$ cat src/rtl/ins_mem_loader.sv
// Instruction memory loader: packs a host byte stream little-endian into words and writes them to BRAM port A.
// Latency: one WRITE cycle after the last byte of each word; load_done in the first RUN cycle.
// Backpressure: s_ready is high only in LOAD, so the stream stalls during WRITE, IDLE and RUN.
module ins_mem_loader #(
    parameter int INS_ADDR_WIDTH = 8,
    parameter int INS_WIDTH      = 64
) (
    input  logic                      clk,
    input  logic                      rst,
    input  logic                      load_start,
    input  logic [INS_ADDR_WIDTH:0]   load_words,
    input  logic [7:0]                s_data,
    input  logic                      s_valid,
    output logic                      s_ready,
    output logic                      ins_we,
    output logic [INS_ADDR_WIDTH-1:0] ins_addr,
    output logic [INS_WIDTH-1:0]      ins_wdata,
    output logic                      core_hold,
    output logic                      busy,
    output logic                      load_done,
    output logic [INS_WIDTH-1:0]      checksum
);
    localparam int BYTES_PER_WORD = INS_WIDTH / 8;
    localparam int BCW = (BYTES_PER_WORD > 1) ? $clog2(BYTES_PER_WORD) : 1;
    // A session never writes more words than the memory holds, so the address cannot wrap.
    localparam logic [INS_ADDR_WIDTH:0] MAX_WORDS = {1'b1, {INS_ADDR_WIDTH{1'b0}}};
    localparam logic [BCW-1:0] LAST_BYTE = BCW'(BYTES_PER_WORD - 1);

    typedef enum logic [1:0] {IDLE, LOAD, WRITE, RUN} state_t;

    state_t                      state_q, state_d;
    logic [INS_ADDR_WIDTH:0]     len_q, len_d;
    logic [BCW-1:0]              byte_cnt_q, byte_cnt_d;
    logic [INS_ADDR_WIDTH:0]     word_cnt_q, word_cnt_d;
    logic [INS_ADDR_WIDTH:0]     word_cnt_inc;
    logic [INS_WIDTH-1:0]        asm_q, asm_d;
    logic [INS_ADDR_WIDTH-1:0]   addr_q, addr_d;
    logic [INS_WIDTH-1:0]        wdata_q, wdata_d;
    logic [INS_WIDTH-1:0]        csum_q, csum_d;
    logic                        done_q, done_d;

    assign word_cnt_inc = word_cnt_q + 1'b1;

    assign ins_we    = (state_q == WRITE);
    assign ins_addr  = addr_q;
    assign ins_wdata = wdata_q;
    assign core_hold = (state_q != RUN);
    assign busy      = (state_q == LOAD) || (state_q == WRITE);
    assign load_done = done_q;
    assign checksum  = csum_q;

    // Next-state logic: session start, byte packing, word write and completion.
    always_comb begin
        state_d    = state_q;
        len_d      = len_q;
        byte_cnt_d = byte_cnt_q;
        word_cnt_d = word_cnt_q;
        asm_d      = asm_q;
        addr_d     = addr_q;
        wdata_d    = wdata_q;
        csum_d     = csum_q;
        done_d     = 1'b0;
        s_ready    = 1'b0;
        case (state_q)
            IDLE, RUN: begin
                // RUN shares the IDLE start path so the core can be re-programmed.
                if (load_start) begin
                    len_d      = (load_words > MAX_WORDS) ? MAX_WORDS : load_words;
                    byte_cnt_d = '0;
                    word_cnt_d = '0;
                    csum_d     = '0;
                    asm_d      = '0;
                    if (load_words == '0) begin
                        state_d = RUN;
                        done_d  = 1'b1;
                    end else begin
                        state_d = LOAD;
                    end
                end
            end
            LOAD: begin
                s_ready = 1'b1;
                if (s_valid) begin
                    asm_d[8*byte_cnt_q +: 8] = s_data;
                    if (byte_cnt_q == LAST_BYTE) begin
                        // Capture the finished word so port A holds it after WRITE.
                        byte_cnt_d = '0;
                        addr_d     = word_cnt_q[INS_ADDR_WIDTH-1:0];
                        wdata_d    = asm_d;
                        state_d    = WRITE;
                    end else begin
                        byte_cnt_d = byte_cnt_q + 1'b1;
                    end
                end
            end
            WRITE: begin
                csum_d     = csum_q ^ wdata_q;
                word_cnt_d = word_cnt_inc;
                if (word_cnt_inc == len_q) begin
                    state_d = RUN;
                    done_d  = 1'b1;
                end else begin
                    state_d = LOAD;
                end
            end
            default: state_d = IDLE;
        endcase
    end

    // State and datapath registers; reset aborts any session, BRAM keeps its contents.
    always_ff @(posedge clk) begin
        if (rst) begin
            state_q    <= IDLE;
            len_q      <= '0;
            byte_cnt_q <= '0;
            word_cnt_q <= '0;
            asm_q      <= '0;
            addr_q     <= '0;
            wdata_q    <= '0;
            csum_q     <= '0;
            done_q     <= 1'b0;
        end else begin
            state_q    <= state_d;
            len_q      <= len_d;
            byte_cnt_q <= byte_cnt_d;
            word_cnt_q <= word_cnt_d;
            asm_q      <= asm_d;
            addr_q     <= addr_d;
            wdata_q    <= wdata_d;
            csum_q     <= csum_d;
            done_q     <= done_d;
        end
    end
endmodule

$ cat config.mk
export PLATFORM = sky130hd
export DESIGN_NAME = ins_mem_loader
export DESIGN_NICKNAME = d
export VERILOG_FILES = /design/src/rtl/ins_mem_loader.sv
export SDC_FILE = /design/constraint.sdc
export NUM_CORES = 1
export LEC_CHECK = 0
export ABC_AREA = 1
export CORE_MARGIN = 2
export CORE_UTILIZATION = 40
export DETAILED_ROUTE_END_ITERATION = 10
export GPL_TIMING_DRIVEN = 0
export PLACE_DENSITY_LB_ADDON = 0.05
export SETUP_SLACK_MARGIN = 0.15
export SLEW_MARGIN = 20
export SYNTH_ARGS = -nofsm -noshare
export SYNTH_HDL_FRONTEND = slang
export SYNTH_SLANG_ARGS = --single-unit
$ cat constraint.sdc
create_clock -name clk -period 3 [get_ports clk]
set_clock_uncertainty 0.05 [all_clocks]
set_input_delay 0.3 -clock clk [delete_from_list [all_inputs] [get_ports clk]]
set_output_delay 0.3 -clock clk [all_outputs]
set_load 0.01 [all_outputs]
* After elaboration in Yosys (flattened, before gate mapping)
Cells that the tools add are included.
Cells by class: reduce and logical (&&, ||, !) cells 11, shift operators 2, bitwise gates (word level) 1, add/subtract/negate cells 3, order comparisons 1, multiplexer cells 23, equal/unequal tests 9
Operator list (number):
- 64-bit case mux with 2 select lines | 2
- 64-bit 2-to-1 mux | 2
- 64-bit bitwise mux | 1
- 8-bit by 34-bit variable shift with 64-bit output (first input constant) | 1
- 8-bit by 34-bit variable part select with 64-bit output | 1
- 64-bit bitwise XOR | 1
- 6-bit negation with 34-bit output | 1
- 9-bit 2-to-1 mux | 2
- 9-bit case mux with 2 select lines | 1
- 2-bit 2-to-1 mux | 5
- 9-bit by 1-bit adder with 9-bit output (second input constant) | 1
- 9-bit == test | 1
- 9-bit greater-than comparator (second input constant) | 1
- 9-bit zero test | 1
- 3-bit 2-to-1 mux | 3
- 3-bit AND reduction | 3
- 2-bit != test (second input constant) | 3
- 2-bit case mux with 3 select lines | 1
- 3-bit case mux with 2 select lines | 1
- 2-bit == test (second input constant) | 2
- 1-bit 2-to-1 mux | 4
- 2-bit AND reduction | 2
- 2-bit nonzero test | 2
- 3-bit by 1-bit adder with 3-bit output (second input constant) | 1
- 7 further kinds | 7
Word-level totals: flip-flop bits (word level) 224, output and inout port bits 141, input port bits 21

* Depth between registers and ports, before layout
depth in word-level cells 5, gate-level depth with buffers 13, mapped depth without buffers 13

* Worst setup path after synthesis
Ideal clock, no wire load.
kind flip-flop to flip-flop, from register byte_cnt_q[0], to register wdata_q[0], in the netlist ins_wdata[0], clock period less this slack 2.417 ns, setup time 0.115 ns, arrival time 2.252 ns, required time 2.835 ns, slack 0.583 ns, stages on the path, launching flop included 13, cells stage by stage dfxtp_1 > buf_6 > clkbuf_1 > inv_1 > ha_1 > ha_1 > inv_2 > nand4_4 > buf_4 > nand2_1 > o21ai_1 > o21ai_0 > inv_1
On the way: cells in the longest elaborated chain, start to end 3, elaborated cells on any way between the ends 6, those cells by class add/sub (1); eq/ne (1); shift (2); mux (1); reduce/logical (1)
Ends and longest elaborated chain:
- from (decl) | line 33 | logic [BCW-1:0] byte_cnt_q, byte_cnt_d;
- from (signal assigned) | line 125 | byte_cnt_q <= byte_cnt_d;
- 6-bit negation with 34-bit output | line 84 | asm_d[8*byte_cnt_q +: 8] = s_data;
- 8-bit by 34-bit variable part select with 64-bit output or 8-bit by 34-bit variable shift with 64-bit output (tied branches) | line 84
- 64-bit bitwise mux | line 84
- to (signal assigned) | line 129 | wdata_q <= wdata_d;
- to (decl) | line 38 | logic [INS_WIDTH-1:0] wdata_q, wdata_d;
Several ways; a longest one is shown, not always the timed one. A chain may end at the register's enable or synchronous reset.

* Worst setup path after layout
from register byte_cnt_q[0], to register asm_q[52]
On the way: cells in the longest elaborated chain, start to end 5, elaborated cells on any way between the ends 6, those cells by class add/sub (1); shift (2); mux (3)
Ends and longest elaborated chain:
- 6-bit negation with 34-bit output (*) | line 84
- 8-bit by 34-bit variable part select with 64-bit output or 8-bit by 34-bit variable shift with 64-bit output (tied branches) | line 84
- 64-bit bitwise mux (*) | line 84
- 64-bit 2-to-1 mux (*) | line 83 | if (s_valid) begin
- 64-bit case mux with 2 select lines (*) | line 64 | case (state_q)
- to (signal assigned) | line 127 | asm_q <= asm_d;
- to (decl) | line 36 | logic [INS_WIDTH-1:0] asm_q, asm_d;
Every way passes the cells marked *; elsewhere a longest branch is shown, timed or not. The select of a mux whose other input is x is not followed.

==> metrics.md <==
| Metric | Value |
|---|---|
| Number of iterations in the first detailed-routing pass | 5 |
| Clock transition at the registers of the reported paths | 0.06 ns |
| Most frequent standard cell in the layout excluding fill and tap cells | sky130_fd_sc_hd__nand2_1 |
| Synthesized net count | 1,412 |
| Buffer and inverter count on the worst path | 6 |
| Library cell occupying the most area in the post-synthesis netlist | sky130_fd_sc_hd__dfxtp_1 |
| Crit-path leading delay family | buffers and inverters |
| Fraction of layout instances using a drive strength above 1 | 7.71% |
| Synthesis Warnings | 0 |
| Largest driver fanout on the critical path | 10 |
| Clock tree root driver cell | sky130_fd_sc_hd__clkbuf_16 |
| Vias in the first global route | 8,741 |
| Number of placed instances, taps included | 1,863 |
| Overall power consumption | 8.43 mW |
| Shortest clock period the worst path allows after layout | 2.61 ns |
| Max-slew violation count | 0 |
| Final setup slack of the worst path | 0.395 ns |
| Floorplan core area | 24,400 µm² |
| Placer congestion estimate | 0.939 |
| Drt drc | 0 |
| Final ANT Viol Nets | 0 |
| DR iter-0 viols | 617 |
| First-pass GRT wire length | 47,300 µm |
| Post-Route Hold Slack | 0.148 ns |
| DR vias | 9,502 |
| HPWL after detailed placement | 22,300 µm |
| Worst IR drop on VDD | 0.519 mV |
| Filler Cell Count | 2,462 |
| Highest attainable clock frequency | 384 MHz |
| GRT Resource Usage Total | 22.5% |
| IO Port Bufs | 160 |
| Commonest cells after routing, fill and taps aside | sky130_fd_sc_hd__nand2_1, sky130_fd_sc_hd__dfxtp_1, sky130_fd_sc_hd__a21oi_1 |
| Setup-failing EPs final | 0 |
| Die span in y | 162 µm |
| Power density of the placed cells | 661 nW/µm² |
| CP arrival | 3.00 ns |
| Layout overhead on the synthesized area | 28.1% |
| Class of the tightest hold or removal check | in -> reg |
| Fraction of post-synthesis cell area in the top cell type by area | 45.0% |
| Die width | 162 µm |
| I/O pins | 162 |
| Area enclosed by the die boundary | 26,200 µm² |
| RSZ-0062 raised after global routing | false |
| Sink count of the clock tree | 224 |
| Clock insertion delay at the later pin of the skew report | 0.53 ns |
| Startpoint of the worst-slack reg-to-reg timing path | byte_cnt_q[0] |
| Maximum number of pins on one net before global-route repair | 13 |
| Average instance area after synthesis | 7.23 µm² |
| Nets | 1,600 |
| Placement Rows | 57 |
| Antenna Diode Count | 0 |
| Cells taking the most area after synthesis | sky130_fd_sc_hd__dfxtp_1, sky130_fd_sc_hd__a21oi_1, sky130_fd_sc_hd__nand2_1, sky130_fd_sc_hd__inv_1, sky130_fd_sc_hd__o21ai_0 |
| Total placed instance area | 12,000 µm² |
| CTS tree | done |
| WL final | 29,800 µm |
| Critical path startpoint | byte_cnt_q[0] |
| Average routed wire per standard cell | 15.6 µm |
| Final hold violation count | 0 |
| Area of the mapped netlist | 9970 µm² |
| Count of hold buffers inserted by post-cts repair | 0 |
| Kind of start point of the critical path | flop |
| Type of the setup path with the least slack | reg -> reg |
| Max-cap viol count | 0 |
| Cells traversed along the worst timing path | buf_6, buf_2, inv_1, ha_1, buf_4, inv_2, buf_6, nor2_4, nand3_1, o21ai_0, nand2_1, a21oi_1 |
| Initial antenna violation count | 0 |
| Flip-flop and latch count after synthesis | 224 |
| Total Neg Setup Slack | 0 ns |
| Pre-CTS setup slack | 0.0147 ns |
| Worst path most repeated cell | sky130_fd_sc_hd__buf_6 |
| Slowest cell on the critical path | sky130_fd_sc_hd__dfxtp_1 |
| Portion of the post-synthesis area used by sequential elements | 45.0% |
| Final cell area excluding filler cells | 12,800 µm² |
| Maximum buffer depth of the clock tree | 3 |
| Rel. slew slack | 45.7% |
| Static leakage | 5.06 nW |
| Inserted Clock Buffers | 26 |
| Transition time of the tightest slew-check pin | 0.814 ns |
| Cell Count, Final, Fillers Out | 1,907 |
| Final core area utilization | 52.3% |
| Crit path largest cell delay | 0.40 ns |
| Required @ worst endpoint | 3.40 ns |
| Congestion Overflow GR | 0 |
| Maximum level of the CTS H-tree | 1 |
| Mapped Cells | 1,379 |
| Hold wc startpoint | rst |
| Result of the run | complete, no violations |
| Post-route clock period utilization | 86.8% |
| Number of library cell types mapped by synthesis | 34 |
| Initial Util | 40.9% |
| Worst setup EP type | flop |
| Average via count per standard cell | 4.98 |
[worst paths after layout]
kind,endpoint,slack (ns),cells past startpoint
worst max-delay path,asm_q[52],0.39,12
worst min-delay path,word_cnt_q[0],0.15,4
worst max register to register,asm_q[52],0.39,12
worst min register to register,ins_addr[3],0.39,2
[sequential cells by signal, summed over array words and instances (netlist names)]
| register | cells |
|---|---|
| asm_q | 64 |
| len_q | 9 |
| ins_wdata | 64 |
| state_q | 2 |
| byte_cnt_q | 3 |
| word_cnt_q | 9 |
| ins_addr | 8 |
| checksum | 64 |
| load_done | 1 |
[final cells by class]
class	count	area (µm²)	share of cell area (%)
multi-input combinational	878	4340	34.0
buffer	77	403	3.16
clock buffer	41	758	5.94
sequential	224	4480	35.1
timing repair buffer	160	1600	12.5
clock inverter	3	18.8	0.147
inverter	200	753	5.90
tap	324	405	3.18
[cells by family (layout without fill, tap and decap cells)]
family,Yosys count,in the layout,share of synthesized area [%]
DFF,224,224,45.0
AOI/OAI and AO/OA,381,381,19.9
and+or+nand+nor,485,485,22.0
buffers and inverters,277,481,11.6
adders and majority gates,12,12,1.51
[cells in the mapped netlist (all sizes together)]
master  number
a22oi        4
a21oi      222
ha          12
nor3b        1
clkbuf      31
o21bai       1
dfxtp      224
buf         46
a211oi       5
o21ai      149
and3        46
nand4        1
nand2      291
nor2        46
nor3        49
inv        200
nand3       47
nand3b       1
or2          3
[what timing repair did]
item                                    CTS  global route
setup buffers                             0             0
endpoints found under the setup margin   35            43
gates resized for setup                   1            16
[worst reg2reg max path: stages, from the launching register on]
cell and delay [ns]:
sky130_fd_sc_hd__dfxtp_1 0.40, sky130_fd_sc_hd__buf_6 0.18, sky130_fd_sc_hd__buf_2 0.23, sky130_fd_sc_hd__inv_1 0.11, sky130_fd_sc_hd__ha_1 0.29, sky130_fd_sc_hd__buf_4 0.16
sky130_fd_sc_hd__inv_2 0.08, sky130_fd_sc_hd__buf_6 0.15, sky130_fd_sc_hd__nor2_4 0.17, sky130_fd_sc_hd__nand3_1 0.18, sky130_fd_sc_hd__o21ai_0 0.32, sky130_fd_sc_hd__nand2_1 0.09
sky130_fd_sc_hd__a21oi_1 0.13
[report_power, final]
group | total (mW) | leakage, nW | internal, mW | switching (mW)
clock | 2.91 | 0.379 | 1.72 | 1.19
sequential | 3.09 | 1.81 | 3.04 | 0.0518
combinational | 2.43 | 2.87 | 0.649 | 1.78
total | 8.43 | 5.06 | 5.41 | 3.02
[routing by layer]
metal	vias to the layer above	wire, µm	global-route usage, %	part of all wire (%)
li1	4846	-	-	-
met1	4341	14000	31.4	47
met2	268	13400	36.4	45
met3	47	1620	3.17	5.5
met4	0	745	6.11	2.5
met5	-	0	0	0
(Power assumes the default switching activity.)
